<file path="config.mk">
export PLATFORM = sky130hd
export DESIGN_NAME = axi_wr_burst_ctrl_flat
export DESIGN_NICKNAME = d
export VERILOG_FILES = /design/src/rtl/axi_wr_burst_ctrl_if.sv /design/src/rtl/axi_wr_burst_ctrl.sv /design/src/flat_wrapper.sv
export SDC_FILE = /design/constraint.sdc
export NUM_CORES = 1
export LEC_CHECK = 0
export BUFFER_PORTS_ARGS = -buffer_cell sky130_fd_sc_hd__buf_2
export CORE_AREA = 4 4 217 219
export CTS_CLUSTER_DIAMETER = 50
export DETAILED_ROUTE_END_ITERATION = 7
export DIE_AREA = 0 0 221 223
export RECOVER_POWER = 25
export SYNTH_ARGS = -nofsm -noshare
export SYNTH_HDL_FRONTEND = slang
export SYNTH_SLANG_ARGS = --single-unit
</file>
<file path="constraint.sdc">
create_clock -name clk -period 5.98 [get_ports clk]
set_input_delay 0.897 -clock clk [delete_from_list [all_inputs] [get_ports clk]]
set_output_delay 0.897 -clock clk [all_outputs]
set_load 0.02 [all_outputs]
</file>
<file path="src/rtl/axi_wr_burst_ctrl_if.sv">
// ============================================================================
// axi_wr_burst_ctrl_if : FIFO, write-master and status signals of the burst
//                        scheduler
// Revision: 1.0 - initial release
// ============================================================================
`default_nettype none

interface axi_wr_burst_ctrl_if #(
  parameter int AXI_WIDTH  = 256,
  parameter int FIFO_CNT_W = 10
);
  logic [FIFO_CNT_W-1:0] fifo_rd_count;
  logic [AXI_WIDTH-1:0]  fifo_rd_data;
  logic                  fifo_rd_en;
  logic                  wr_start;
  logic [28:0]           wr_addr;
  logic [7:0]            wr_len;
  logic [AXI_WIDTH-1:0]  wr_data;
  logic                  wr_ready;
  logic                  wr_done;
  logic                  m_axi_w_handshake;
  logic                  busy;
  logic                  wrap_pulse;

  modport master (
    input  fifo_rd_count, fifo_rd_data, wr_ready, wr_done, m_axi_w_handshake,
    output fifo_rd_en, wr_start, wr_addr, wr_len, wr_data, busy, wrap_pulse
  );

  modport slave (
    output fifo_rd_count, fifo_rd_data, wr_ready, wr_done, m_axi_w_handshake,
    input  fifo_rd_en, wr_start, wr_addr, wr_len, wr_data, busy, wrap_pulse
  );
endinterface

`default_nettype wire

</file>
<file path="src/rtl/axi_wr_burst_ctrl.sv">
// ============================================================================
// axi_wr_burst_ctrl : schedules fixed-length write bursts from a show-ahead
//                     FIFO into a circular DDR frame region
// Revision: 1.0 - initial release
// ============================================================================
`default_nettype none

module axi_wr_burst_ctrl #(
  parameter int          AXI_WIDTH    = 256,
  parameter logic [7:0]  WR_BURST_LEN = 8'd31,
  parameter logic [28:0] ADDR_BEGIN   = 29'h0,
  parameter logic [28:0] ADDR_END     = 29'h1000,
  parameter int          FIFO_CNT_W   = 10
) (
  input  logic                 clk,
  input  logic                 rst,
  input  logic                 wr_en,
  input  logic                 frame_rst,
  axi_wr_burst_ctrl_if.master  bus
);

  localparam int          BEATS           = int'(WR_BURST_LEN) + 1;
  localparam int          BURST_BYTES_INT = BEATS * (AXI_WIDTH / 8);
  localparam logic [28:0] BURST_BYTES     = 29'(BURST_BYTES_INT);

  typedef enum logic [1:0] {
    IDLE      = 2'd0,
    START     = 2'd1,
    WAIT_DONE = 2'd2
  } state_t;

  state_t      state;
  state_t      state_nxt;
  logic        start_c;
  logic        busy_c;
  logic [28:0] addr;
  logic        pending;
  logic        wrap;
  logic [29:0] addr_sum;
  logic        burst_ready;
  logic        done_evt;

  assign burst_ready = 32'(bus.fifo_rd_count) >= 32'(BEATS);
  assign done_evt    = (state == WAIT_DONE) && bus.wr_done;
  // one extra bit so the region-end compare cannot alias on overflow
  assign addr_sum    = {1'b0, addr} + {1'b0, BURST_BYTES};

  always_ff @(posedge clk or posedge rst) begin
    if (rst) begin
      state <= IDLE;
    end else begin
      state <= state_nxt;
    end
  end

  always_comb begin
    state_nxt = state;
    start_c   = 1'b0;
    busy_c    = 1'b0;
    case (state)
      IDLE: begin
        if (wr_en && bus.wr_ready && burst_ready && !frame_rst && !pending) begin
          state_nxt = START;
        end
      end
      START: begin
        start_c   = 1'b1;
        state_nxt = WAIT_DONE;
      end
      WAIT_DONE: begin
        busy_c = 1'b1;
        if (bus.wr_done) begin
          state_nxt = IDLE;
        end
      end
      default: state_nxt = IDLE;
    endcase
  end

  // A frame restart during a burst is deferred so the burst lands where it began.
  always_ff @(posedge clk or posedge rst) begin
    if (rst) begin
      addr    <= ADDR_BEGIN;
      pending <= 1'b0;
      wrap    <= 1'b0;
    end else begin
      wrap <= 1'b0;
      if (done_evt) begin
        pending <= 1'b0;
        if (pending || frame_rst) begin
          addr <= ADDR_BEGIN;
        end else if (addr_sum >= {1'b0, ADDR_END}) begin
          addr <= ADDR_BEGIN;
          wrap <= 1'b1;
        end else begin
          addr <= addr_sum[28:0];
        end
      end else if (frame_rst) begin
        if (state == IDLE) begin
          addr <= ADDR_BEGIN;
        end else begin
          pending <= 1'b1;
        end
      end
    end
  end

  assign bus.wr_start   = start_c;
  assign bus.busy       = busy_c;
  assign bus.wr_addr    = addr;
  assign bus.wr_len     = WR_BURST_LEN;
  assign bus.wr_data    = bus.fifo_rd_data;
  assign bus.fifo_rd_en = bus.m_axi_w_handshake && (state == WAIT_DONE);
  assign bus.wrap_pulse = wrap;

endmodule

`default_nettype wire

</file>
<file path="src/flat_wrapper.sv">
// flat-port wrapper written by rule: the top's interface ports become plain ports
module axi_wr_burst_ctrl_flat 
#(
  parameter int          AXI_WIDTH    = 256,
  parameter logic [7:0]  WR_BURST_LEN = 8'd31,
  parameter logic [28:0] ADDR_BEGIN   = 29'h0,
  parameter logic [28:0] ADDR_END     = 29'h1000,
  parameter int          FIFO_CNT_W   = 10
)
  (clk, rst, wr_en, frame_rst, bus_fifo_rd_count, bus_fifo_rd_data, bus_wr_ready, bus_wr_done, bus_m_axi_w_handshake, bus_fifo_rd_en, bus_wr_start, bus_wr_addr, bus_wr_len, bus_wr_data, bus_busy, bus_wrap_pulse);
  axi_wr_burst_ctrl_if #(.AXI_WIDTH(AXI_WIDTH), .FIFO_CNT_W(FIFO_CNT_W)) bus_i ();
  input  logic clk;
  input  logic rst;
  input  logic wr_en;
  input  logic frame_rst;
  input wire logic [$bits(bus_i.fifo_rd_count)-1:0] bus_fifo_rd_count;
  input wire logic [$bits(bus_i.fifo_rd_data)-1:0] bus_fifo_rd_data;
  input wire logic [$bits(bus_i.wr_ready)-1:0] bus_wr_ready;
  input wire logic [$bits(bus_i.wr_done)-1:0] bus_wr_done;
  input wire logic [$bits(bus_i.m_axi_w_handshake)-1:0] bus_m_axi_w_handshake;
  output wire logic [$bits(bus_i.fifo_rd_en)-1:0] bus_fifo_rd_en;
  output wire logic [$bits(bus_i.wr_start)-1:0] bus_wr_start;
  output wire logic [$bits(bus_i.wr_addr)-1:0] bus_wr_addr;
  output wire logic [$bits(bus_i.wr_len)-1:0] bus_wr_len;
  output wire logic [$bits(bus_i.wr_data)-1:0] bus_wr_data;
  output wire logic [$bits(bus_i.busy)-1:0] bus_busy;
  output wire logic [$bits(bus_i.wrap_pulse)-1:0] bus_wrap_pulse;
  assign bus_i.fifo_rd_count = bus_fifo_rd_count;
  assign bus_i.fifo_rd_data = bus_fifo_rd_data;
  assign bus_i.wr_ready = bus_wr_ready;
  assign bus_i.wr_done = bus_wr_done;
  assign bus_i.m_axi_w_handshake = bus_m_axi_w_handshake;
  assign bus_fifo_rd_en = bus_i.fifo_rd_en;
  assign bus_wr_start = bus_i.wr_start;
  assign bus_wr_addr = bus_i.wr_addr;
  assign bus_wr_len = bus_i.wr_len;
  assign bus_wr_data = bus_i.wr_data;
  assign bus_busy = bus_i.busy;
  assign bus_wrap_pulse = bus_i.wrap_pulse;
  axi_wr_burst_ctrl #(.AXI_WIDTH(AXI_WIDTH), .WR_BURST_LEN(WR_BURST_LEN), .ADDR_BEGIN(ADDR_BEGIN), .ADDR_END(ADDR_END), .FIFO_CNT_W(FIFO_CNT_W)) u_core (.clk(clk), .rst(rst), .wr_en(wr_en), .frame_rst(frame_rst), .bus(bus_i));
endmodule
</file>
==> results by group, run 1 <==
Global route
  • Initial antenna violation count: 0
  • First-pass GRT wire length: 14920 um
  • Vias in the first global route: 1555
  • Total GRT Usage: 4.445%
  • Largest net degree at the start of global routing: 24
  • GR Overflow Total: 0

Yosys
  • Synthesis-stage register bit count: 23
  • Synth area leaders: buf_4, dfrtp_1, nor2b_1, nor2_1, mux2i_1
  • EDFF count, synth: 0
  • Synth Warn #: 0
  • Ys flop type: dfrtp_1
  • Register area share after synthesis: 17.79%
  • Cell area after synthesis: 0.003234 sq mm
  • Average cell area after synthesis: 8.315 sq um
  • Netlist cell types: 41
  • Post-synth top area share: 63.60%
  • Post-synthesis instance total: 389
  • Synth area leader: buf_4
  • Ys async rst share: 100.0%

Routing
  • First DRT Iteration DRCs: 27
  • Met3 wirelength from detailed routing: 3182 um
  • Initial DRT Pass Iterations: 4
  • Max layer used: met5
  • Via count: 1465
  • DR vias/cell: 1.905
  • M1 WL: 1949 um
  • # DRC: 0
  • Final WL: 12000 um
  • Final ANT Viol Nets: 0
  • Met2 routed WL: 5493 um
  • Drt wl/cell: 15.61 um

Floorplan
  • CORE AREA: 0.04509 sq mm
  • Die width: 221 um
  • DIE AREA: 0.04928 sq mm
  • Initial core utilization: 7.173%
  • Die Ht: 223 um
  • I/O pin total: 570
  • Cell Rows: 78

Place
  • Port buffer count: 34
  • DP Wirelength: 10630 um
  • Routability cong.: 0.6784
  • Placed Area: 0.002162 sq mm
  • Place WS: 3.572 ns

CTS
  • CTS tree: yes
  • Reg clk slew, reported paths: 0.06 ns
  • Root Driver: clkbuf_16
  • CTS sink cnt: 23
  • Clk buf depth: 2
  • CTS Buf Count: 3
  • Setup Buffers After CTS: 0
  • Post-CTS sizing: 0
  • Hold_buf cts: 0
  • H-Tree Depth: 1
  • Clock Latency Late Sink: 0.26 ns

Final layout
  • Most common cell after layout, fill and taps aside: buf_2
  • Antenna cells: 0
  • NumNets Final: 445
  • Fillers: 5358
  • Sequential cell area: 575.6 sq um
  • Share of post-route cells with drive strength above 1: 24.85%
  • Commonest non-fill, non-tap cells in the layout: buf_2, dfrtp_1, conb_1, nor2b_1, nor2_1
  • Design area: 0.002233 sq mm
  • Multi-input logic area: 621.8 sq um
  • Area growth, synth to finish: -30.95%

Timing
  • Tmin final: 2.402 ns
  • Final Hold Viols: 0
  • Crit share post-route: 40.17%
  • RSZ-0062 raised after global routing: false
  • Final setup fails: 0
  • Setup TNS: 0 ns
  • Worst Slack Setup Final: 3.578 ns
  • Slew @ Worst Pin: 0.8600 ns
  • Slew headroom: 42.60%
  • Pins Over Slew Limit: 0
  • Worst Skew: 0.001217 ns
  • Fmax: 416.3 MHz

Power
  • Leak: 0.8180 nW
  • Worst IR Drop VDD: 0.1551 mV
  • Sw Share: 26.01%
  • Combinational Power Share: 12.7%
  • Cell internal pwr: 0.2625 mW
  • Clk network pwr share: 40.7%
  • Power density of the placed cells: 158.8 mW/mm^2
  • P_sw: 0.09227 mW
  • Sequential share of power: 46.6%

Worst setup path
  • CP arrival: 2.60 ns
  • Worst setup SP type: flop
  • Crit path max fanout: 8
  • Worst Path Class, Setup: flop to flop
  • CP required: 6.18 ns
  • Kind of end point of the critical path: flop

Run status
  • Status: complete, no violations

Hold path
  • Worst Hold Class: flop to flop

Job
  • Max-Cap Viols: 0
cell type report:
class                      count  share of cell area [%]
clock buffer                   3                   3.361
clock inverter                 1                  0.2241
inverter                       6                   1.625
multi-input combinational    101                   27.84
sequential                    23                   25.77
tap                          600                   33.61
timing repair buffer          35                   7.563
power groups by stage:
stage               Clock (mW)  Combinational, mW  Sequential (mW)
finish                   0.144             0.0449            0.165
global route             0.155             0.0505            0.166
CTS                      0.148             0.0475            0.166
detailed placement           0             0.0474            0.168
global placement             0             0.0459            0.168
floorplan                    0              0.291            0.168
final timing paths:
kind	startpoint	end	slack, ns	cells past startpoint
min in group asynchronous	rst	u_core.bus.wr_addr[15]$_DFFE_PP0P_	0.81	2
max in group asynchronous	rst	u_core.bus.wr_addr[21]$_DFFE_PP0P_	4.64	2
max reg2reg	u_core.bus.wr_addr[10]$_DFFE_PP0P_	u_core.bus.wr_addr[11]$_DFFE_PP0P_	3.58	7
min	u_core.bus.wr_addr[28]$_DFFE_PP0P_	u_core.bus.wr_addr[28]$_DFFE_PP0P_	0.53	1
max	u_core.bus.wr_addr[10]$_DFFE_PP0P_	u_core.bus.wr_addr[11]$_DFFE_PP0P_	3.58	7
min reg2reg	u_core.bus.wr_addr[28]$_DFFE_PP0P_	u_core.bus.wr_addr[28]$_DFFE_PP0P_	0.53	1
synthesized netlist by cell type, drive strengths merged (2+ instances only):
cell type,number
buf,274
dfrtp,23
nor2b,18
nor2,9
nand3,6
inv,5
nor3,5
a21oi,4
nand2,4
nand4,4
mux2i,3
nor4,3
or2,3
xnor2,3
conb,2
ha,2
state kept, by name, indices dropped and copies added (netlist names):
register	flops
u_core.bus.wr_addr	19
u_core.bus.wrap_pulse	1
u_core.pending	1
u_core.state	2
through the flow:
step	std cells	hold slack [ns]	power [mW]	util (%)
2_1_floorplan	405	0.4917	0.4586	-
3_3_place_gp	765	0.5125	0.2138	4.795
3_5_place_dp	765	0.5216	0.2158	4.795
4_1_cts	769	0.5347	0.3607	4.973
5_1_grt	769	0.5688	0.3714	4.953
6_report	769	0.5317	0.3547	4.953
cells by family (layout without fill, tap and decap cells):
family / after synthesis / after routing / share of synthesized area (%)
compound gates: 16 / 16 / 3.560
mux: 4 / 4 / 1.277
buf+inv: 281 / 45 / 64.84
flops: 23 / 23 / 17.79
xor+xnor: 3 / 3 / 0.8125
other cells: 2 / 18 / 0.2322
simple gates: 58 / 58 / 10.72
fa+ha+maj: 2 / 2 / 0.7736
routing by layer:
layer  global-route usage [%]  vias up
met5                   0.9775        -
met4                    4.369        2
met3                    5.421      105
met2                    7.061      285
met1                    2.076      576
li1                         -      497
critical path: stages (launching register included):
cell and delay [ns]:
dfrtp_1 0.49, ha_1 0.28, bufinv_8 0.20, or2_1 0.25
o31a_1 0.30, a311o_1 0.32, nor4_2 0.26, a32o_2 0.23
No activity file was read; power rests on OpenSTA's default activity.
==> run 2: changes to the inputs <==
==> constraint.sdc (replaced) <==
create_clock -name clk -period 2.1 [get_ports clk]
set_input_delay 0.315 -clock clk [delete_from_list [all_inputs] [get_ports clk]]
set_output_delay 0.315 -clock clk [all_outputs]
set_load 0.02 [all_outputs]
==> results by group, run 2 (same netlist as run 1, synthesis figures left out) <==
Place
  • DP Wirelength: 11530 um
  • Port buffer count: 34
  • Routability cong.: 0.6984
  • Place WS: -0.06012 ns

CTS
  • H-Tree Depth: 1
  • CTS Buf Count: 3
  • Clock Latency Late Sink: 0.26 ns
  • Clk buf depth: 2
  • CTS tree: yes
  • Root Driver: clkbuf_16
  • Hold_buf cts: 0
  • CTS sink cnt: 23
  • Reg clk slew, reported paths: 0.06 ns

Worst setup path
  • Worst setup SP type: flop
  • Worst Path Class, Setup: flop to flop
  • Crit path max fanout: 7
  • Worst setup startpoint: u_core.bus.wr_addr[17]$_DFFE_PP0P_
  • Kind of end point of the critical path: flop
  • CP arrival: 2.15 ns
  • CP required: 2.25 ns
  • RR Startpoint: u_core.bus.wr_addr[17]$_DFFE_PP0P_

Timing
  • Worst Slack Setup Final: 0.09532 ns
  • Pins Over Slew Limit: 0
  • Worst Skew: 0.003590 ns
  • Fmax: 498.8 MHz
  • Slew headroom: 65.15%
  • Setup TNS: 0 ns
  • Slew @ Worst Pin: 0.5221 ns
  • Tmin final: 2.005 ns
  • RSZ-0062 raised after global routing: false
  • Crit share post-route: 95.46%
  • Final setup fails: 0
  • Final Hold Viols: 0

Power
  • Power density of the placed cells: 421.4 mW/mm^2
  • Clk network pwr share: 40.7%
  • Worst IR Drop VDD: 0.3309 mV
  • Sequential share of power: 46.3%
  • Combinational Power Share: 12.9%
  • Leak: 0.9319 nW
  • Cell internal pwr: 0.7564 mW
  • P_sw: 0.2576 mW
  • Sw Share: 25.40%

Floorplan
  • Initial core utilization: 7.173%
  • CORE AREA: 0.04509 sq mm
  • Cell Rows: 78
  • Die Ht: 223 um
  • Die width: 221 um
  • DIE AREA: 0.04928 sq mm
  • I/O pin total: 570

Routing
  • Drt wl/cell: 16.39 um
  • DR vias/cell: 1.955
  • Final WL: 12850 um
  • Final ANT Viol Nets: 0
  • Initial DRT Pass Iterations: 4
  • First DRT Iteration DRCs: 36
  • # DRC: 0
  • Via count: 1533

Final layout
  • Max FFs per register: 19
  • NumNets Final: 460
  • Commonest non-fill, non-tap cells in the layout: buf_2, dfrtp_1, conb_1, nor2b_1, buf_4
  • Most common cell after layout, fill and taps aside: buf_2
  • Antenna cells: 0
  • Area growth, synth to finish: -25.61%
  • Share of post-route cells with drive strength above 1: 36.96%
  • Final Util: 5.336%

Global route
  • Initial antenna violation count: 0
  • Largest net degree at the start of global routing: 19
  • Total GRT Usage: 4.729%
  • First-pass GRT wire length: 15580 um
  • GR Overflow Total: 0
  • Vias in the first global route: 1601

Job
  • Max-Cap Viols: 0

Run status
  • Status: complete, no violations

Hold path
  • Worst Hold Class: primary input to asynchronous set/reset pin
run 2: cell types whose count changed in the layout (fill, tap and decap cells not counted), moves of 2 or more:
cell | before | now
nor4_1 | 2 | 0
dfrtp_2 | 0 | 3
dfrtp_1 | 23 | 20
buf_2 | 30 | 34
nor4_4 | 0 | 2
clkbuf_1 | 5 | 1
buf_4 | 0 | 16
run 2: stage by stage:
stage	power [mW]	std cells	instance area, sq um	hold slack (ns)
floorplan	1.307	405	3303	0.3168
global placement	0.6085	779	2276	0.3698
detailed placement	0.6115	779	2276	0.3789
CTS	1.026	783	2371	0.1034
global route	1.062	784	2406	0.1544
finish	1.014	784	2406	0.08029
run 2: area by class of cell:
class,count,area (sq um)
Inverter,6,30.03
Multi-Input combinational cell,101,676.9
Tap cell,600,750.7
Fill cell,5362,42680
Sequential cell,23,579.3
Timing Repair Buffer,50,290.3
Clock buffer,4,78.83
run 2: final timing paths:
path / endpoint / slack (ns) / cells past startpoint
min: u_core.bus.wrap_pulse$_DFF_PP0_ / 0.08 / 2
min in group clk: u_core.pending$_DFFE_PP0P_ / 0.27 / 2
min reg2reg: u_core.pending$_DFFE_PP0P_ / 0.53 / 2
max reg2reg: u_core.bus.wr_addr[11]$_DFFE_PP0P_ / 0.1 / 7
max: u_core.bus.wr_addr[11]$_DFFE_PP0P_ / 0.1 / 7
max in group asynchronous: u_core.state[0]$_DFFE_PP0P_ / 1.48 / 3
run 2: power groups by stage:
stage	clock [mW]	combinational [mW]	sequential [mW]
2_1_floorplan	0	0.828	0.479
3_3_place_gp	0	0.131	0.477
3_5_place_dp	0	0.133	0.478
4_1_cts	0.422	0.134	0.470
5_1_grt	0.439	0.150	0.472
6_report	0.413	0.131	0.470
run 2: repair_timing:
item                                    CTS  global route
pin swaps                                 0             1
endpoints found under the setup margin    2             3
resized for setup                         3             4
setup buffers                             0             1
hold endpoints to repair                  0             0
run 2: critical path, stage by stage (launching register included):
cell	delay, ns
dfrtp_1	0.36
buf_4	0.16
nand4_2	0.17
nor4_4	0.35
mux2_2	0.38
a21oi_2	0.15
nor4_4	0.08
a32o_2	0.25
run 2: routing by layer:
metal | global-route usage, % | up-vias | routed length (um)
li1 | - | 532 | -
met1 | 3.246 | 630 | 3013
met2 | 7.101 | 256 | 5537
met3 | 5.289 | 115 | 3229
met4 | 3.805 | 0 | 1072
met5 | 0 | - | 0
==> run 3: changes to the inputs <==
--- a/config.mk
+++ b/config.mk
@@ -7,6 +7,7 @@
 export LEC_CHECK = 0
 export BUFFER_PORTS_ARGS = -buffer_cell sky130_fd_sc_hd__buf_2
 export CORE_AREA = 4 4 217 219
+export CTS_BUF_LIST = sky130_fd_sc_hd__clkbuf_2 sky130_fd_sc_hd__clkbuf_4 sky130_fd_sc_hd__clkbuf_8
 export CTS_CLUSTER_DIAMETER = 50
 export DETAILED_ROUTE_END_ITERATION = 7
 export DIE_AREA = 0 0 221 223
==> results by group, run 3 (same netlist as run 1, synthesis figures left out) <==
Place
  • Routability cong.: 0.6984
  • DP Wirelength: 11530 um
  • Port buffer count: 34
  • DP Cell Count: 779
  • Placed Area: 0.002276 sq mm

Hold path
  • Worst Hold Class: primary input to asynchronous set/reset pin

Routing
  • DR vias/cell: 1.967
  • Drt wl/cell: 16.35 um
  • Final ANT Viol Nets: 0
  • Initial DRT Pass Iterations: 4
  • Via count: 1548
  • M1 WL: 2998 um
  • Max layer used: met4
  • First DRT Iteration DRCs: 54
  • Met2 routed WL: 5610 um
  • # DRC: 0
  • Final WL: 12870 um
  • Met3 wirelength from detailed routing: 3229 um

CTS
  • Root Driver: clkbuf_8
  • H-Tree Depth: 1
  • Hold_buf cts: 0
  • CTS tree: yes
  • Clk buf depth: 2
  • CTS sink cnt: 23
  • Clock Latency Late Sink: 0.26 ns
  • Reg clk slew, reported paths: 0.08 ns
  • CTS Buf Count: 3

Worst setup path
  • Worst setup startpoint: u_core.bus.wr_addr[15]$_DFFE_PP0P_
  • Worst setup SP type: flop
  • Worst Path Class, Setup: flop to flop
  • CP arrival: 2.25 ns
  • Crit path capture: u_core.bus.wr_addr[11]$_DFFE_PP0P_
  • Crit path max fanout: 6
  • Setup slack, reg-to-reg: 0.04 ns
  • Largest stage delay, worst path: 0.42 ns
  • Cells along the critical path: nand4_4 -> or2_1 -> o31a_1 -> a311o_1 -> nor4_4 -> a32o_2
  • Kind of end point of the critical path: flop
  • Reg2Reg Depth: 6
  • Worst r2r dst: u_core.bus.wr_addr[11]$_DFFE_PP0P_
  • RR Startpoint: u_core.bus.wr_addr[15]$_DFFE_PP0P_
  • CP required: 2.30 ns
  • Slowest CP cell: dfrtp_2

Run status
  • Status: complete, no violations

Final layout
  • Fillers: 5360
  • Commonest non-fill, non-tap cells in the layout: buf_2, dfrtp_1, buf_4, conb_1, nor2b_1
  • Antenna cells: 0
  • Share of post-route cells with drive strength above 1: 37.97%
  • Design area: 0.002392 sq mm
  • NumNets Final: 463
  • Area growth, synth to finish: -26.03%
  • Most common cell after layout, fill and taps aside: buf_2
  • Max FFs per register: 19
  • Post-Layout Cell Count: 787

Job
  • Max-Cap Viols: 0

Timing
  • RSZ-0062 raised after global routing: true
  • Worst Skew: 0.004781 ns
  • Slew headroom: 64.84%
  • Crit share post-route: 97.86%
  • Setup TNS: 0 ns
  • Fmax: 486.6 MHz
  • Final setup fails: 0
  • Slew @ Worst Pin: 0.5268 ns
  • Final Hold Viols: 0
  • Pins Over Slew Limit: 0
  • Tmin final: 2.055 ns

Global route
  • Initial antenna violation count: 0
  • First-pass GRT wire length: 15560 um
  • GR Overflow Total: 0
  • Largest net degree at the start of global routing: 19
  • Vias in the first global route: 1607
  • Total GRT Usage: 4.721%

Power
  • Leak: 0.9349 nW
  • Design Power: 0.8830 mW
  • Worst IR Drop VDD: 0.3598 mV
  • Power density of the placed cells: 369.1 mW/mm^2

Floorplan
  • CORE AREA: 0.04509 sq mm
  • Die width: 221 um
  • Die Ht: 223 um
  • Initial core utilization: 7.173%
  • DIE AREA: 0.04928 sq mm
  • I/O pin total: 570
  • Cell Rows: 78
run 3: cell count changes in the layout (fill, tap and decap cells not counted):
cell	change
clkbuf_8	+3
clkbuf_1	-1
nor4_2	-1
clkbuf_4	+1
nor4_1	+1
buf_4	+3
clkbuf_16	-3
run 3: worst min-delay path by stage:
stage / from / cells past startpoint / slack [ns] / endpoint
3_5_place_dp: rst / 2 / 0.38 / u_core.bus.wrap_pulse$_DFF_PP0_
5_1_grt: rst / 2 / 0.14 / u_core.bus.wrap_pulse$_DFF_PP0_
6_report: rst / 2 / 0.08 / u_core.bus.wrap_pulse$_DFF_PP0_
4_1_cts: rst / 2 / 0.09 / u_core.bus.wrap_pulse$_DFF_PP0_
2_1_floorplan: rst / 1 / 0.32 / u_core.bus.wr_addr[12]$_DFFE_PP0P_
3_3_place_gp: rst / 2 / 0.37 / u_core.bus.wrap_pulse$_DFF_PP0_
run 3: routing by layer:
metal,GRT usage [%],up-vias
met3,5.329,114
met2,7.121,255
met5,0,-
li1,-,536
met4,3.684,0
met1,3.230,643
run 3: timing repair:
| action | CTS | global route |
|---|---|---|
| buffers inserted | 0 | 4 |
| gates resized for setup | 3 | 3 |
| endpoints found under the setup margin | 2 | 2 |
| endpoints found under the hold margin | 0 | 0 |
| pin swaps | 1 | 7 |
run 3: power by group:
part | total (mW) | switching [mW] | internal (mW)
Combinational | 0.132 | 0.0933 | 0.0383
Sequential | 0.469 | 0.0109 | 0.458
Clock | 0.282 | 0.134 | 0.148
Total | 0.883 | 0.238 | 0.645
run 3: per-stage QoR:
step / hold slack [ns] / setup slack, ns / util, %
floorplan: 0.3168 / 0.0004574 / -
global placement: 0.3698 / -0.007024 / 5.048
detailed placement: 0.3789 / -0.06012 / 5.048
CTS: 0.08948 / 0.05333 / 5.192
global route: 0.1381 / -0.04419 / 5.306
finish: 0.07560 / 0.04495 / 5.306
run 3: worst max-delay path, delay by kind of cell, from the launching register on:
kind	cells	cell delay [ns]
compound gates	3	0.82
flops	1	0.42
simple gates	3	0.75
run 3: layout make-up:
type	instances	area (sq um)	share of cell area [%]
multi-input cells	101	670.6	28.03
flip-flops and latches	23	579.3	24.22
inverters	6	30.03	1.255
repair buffers	53	312.8	13.08
well taps	600	750.7	31.38
clock buffers	4	48.80	2.040
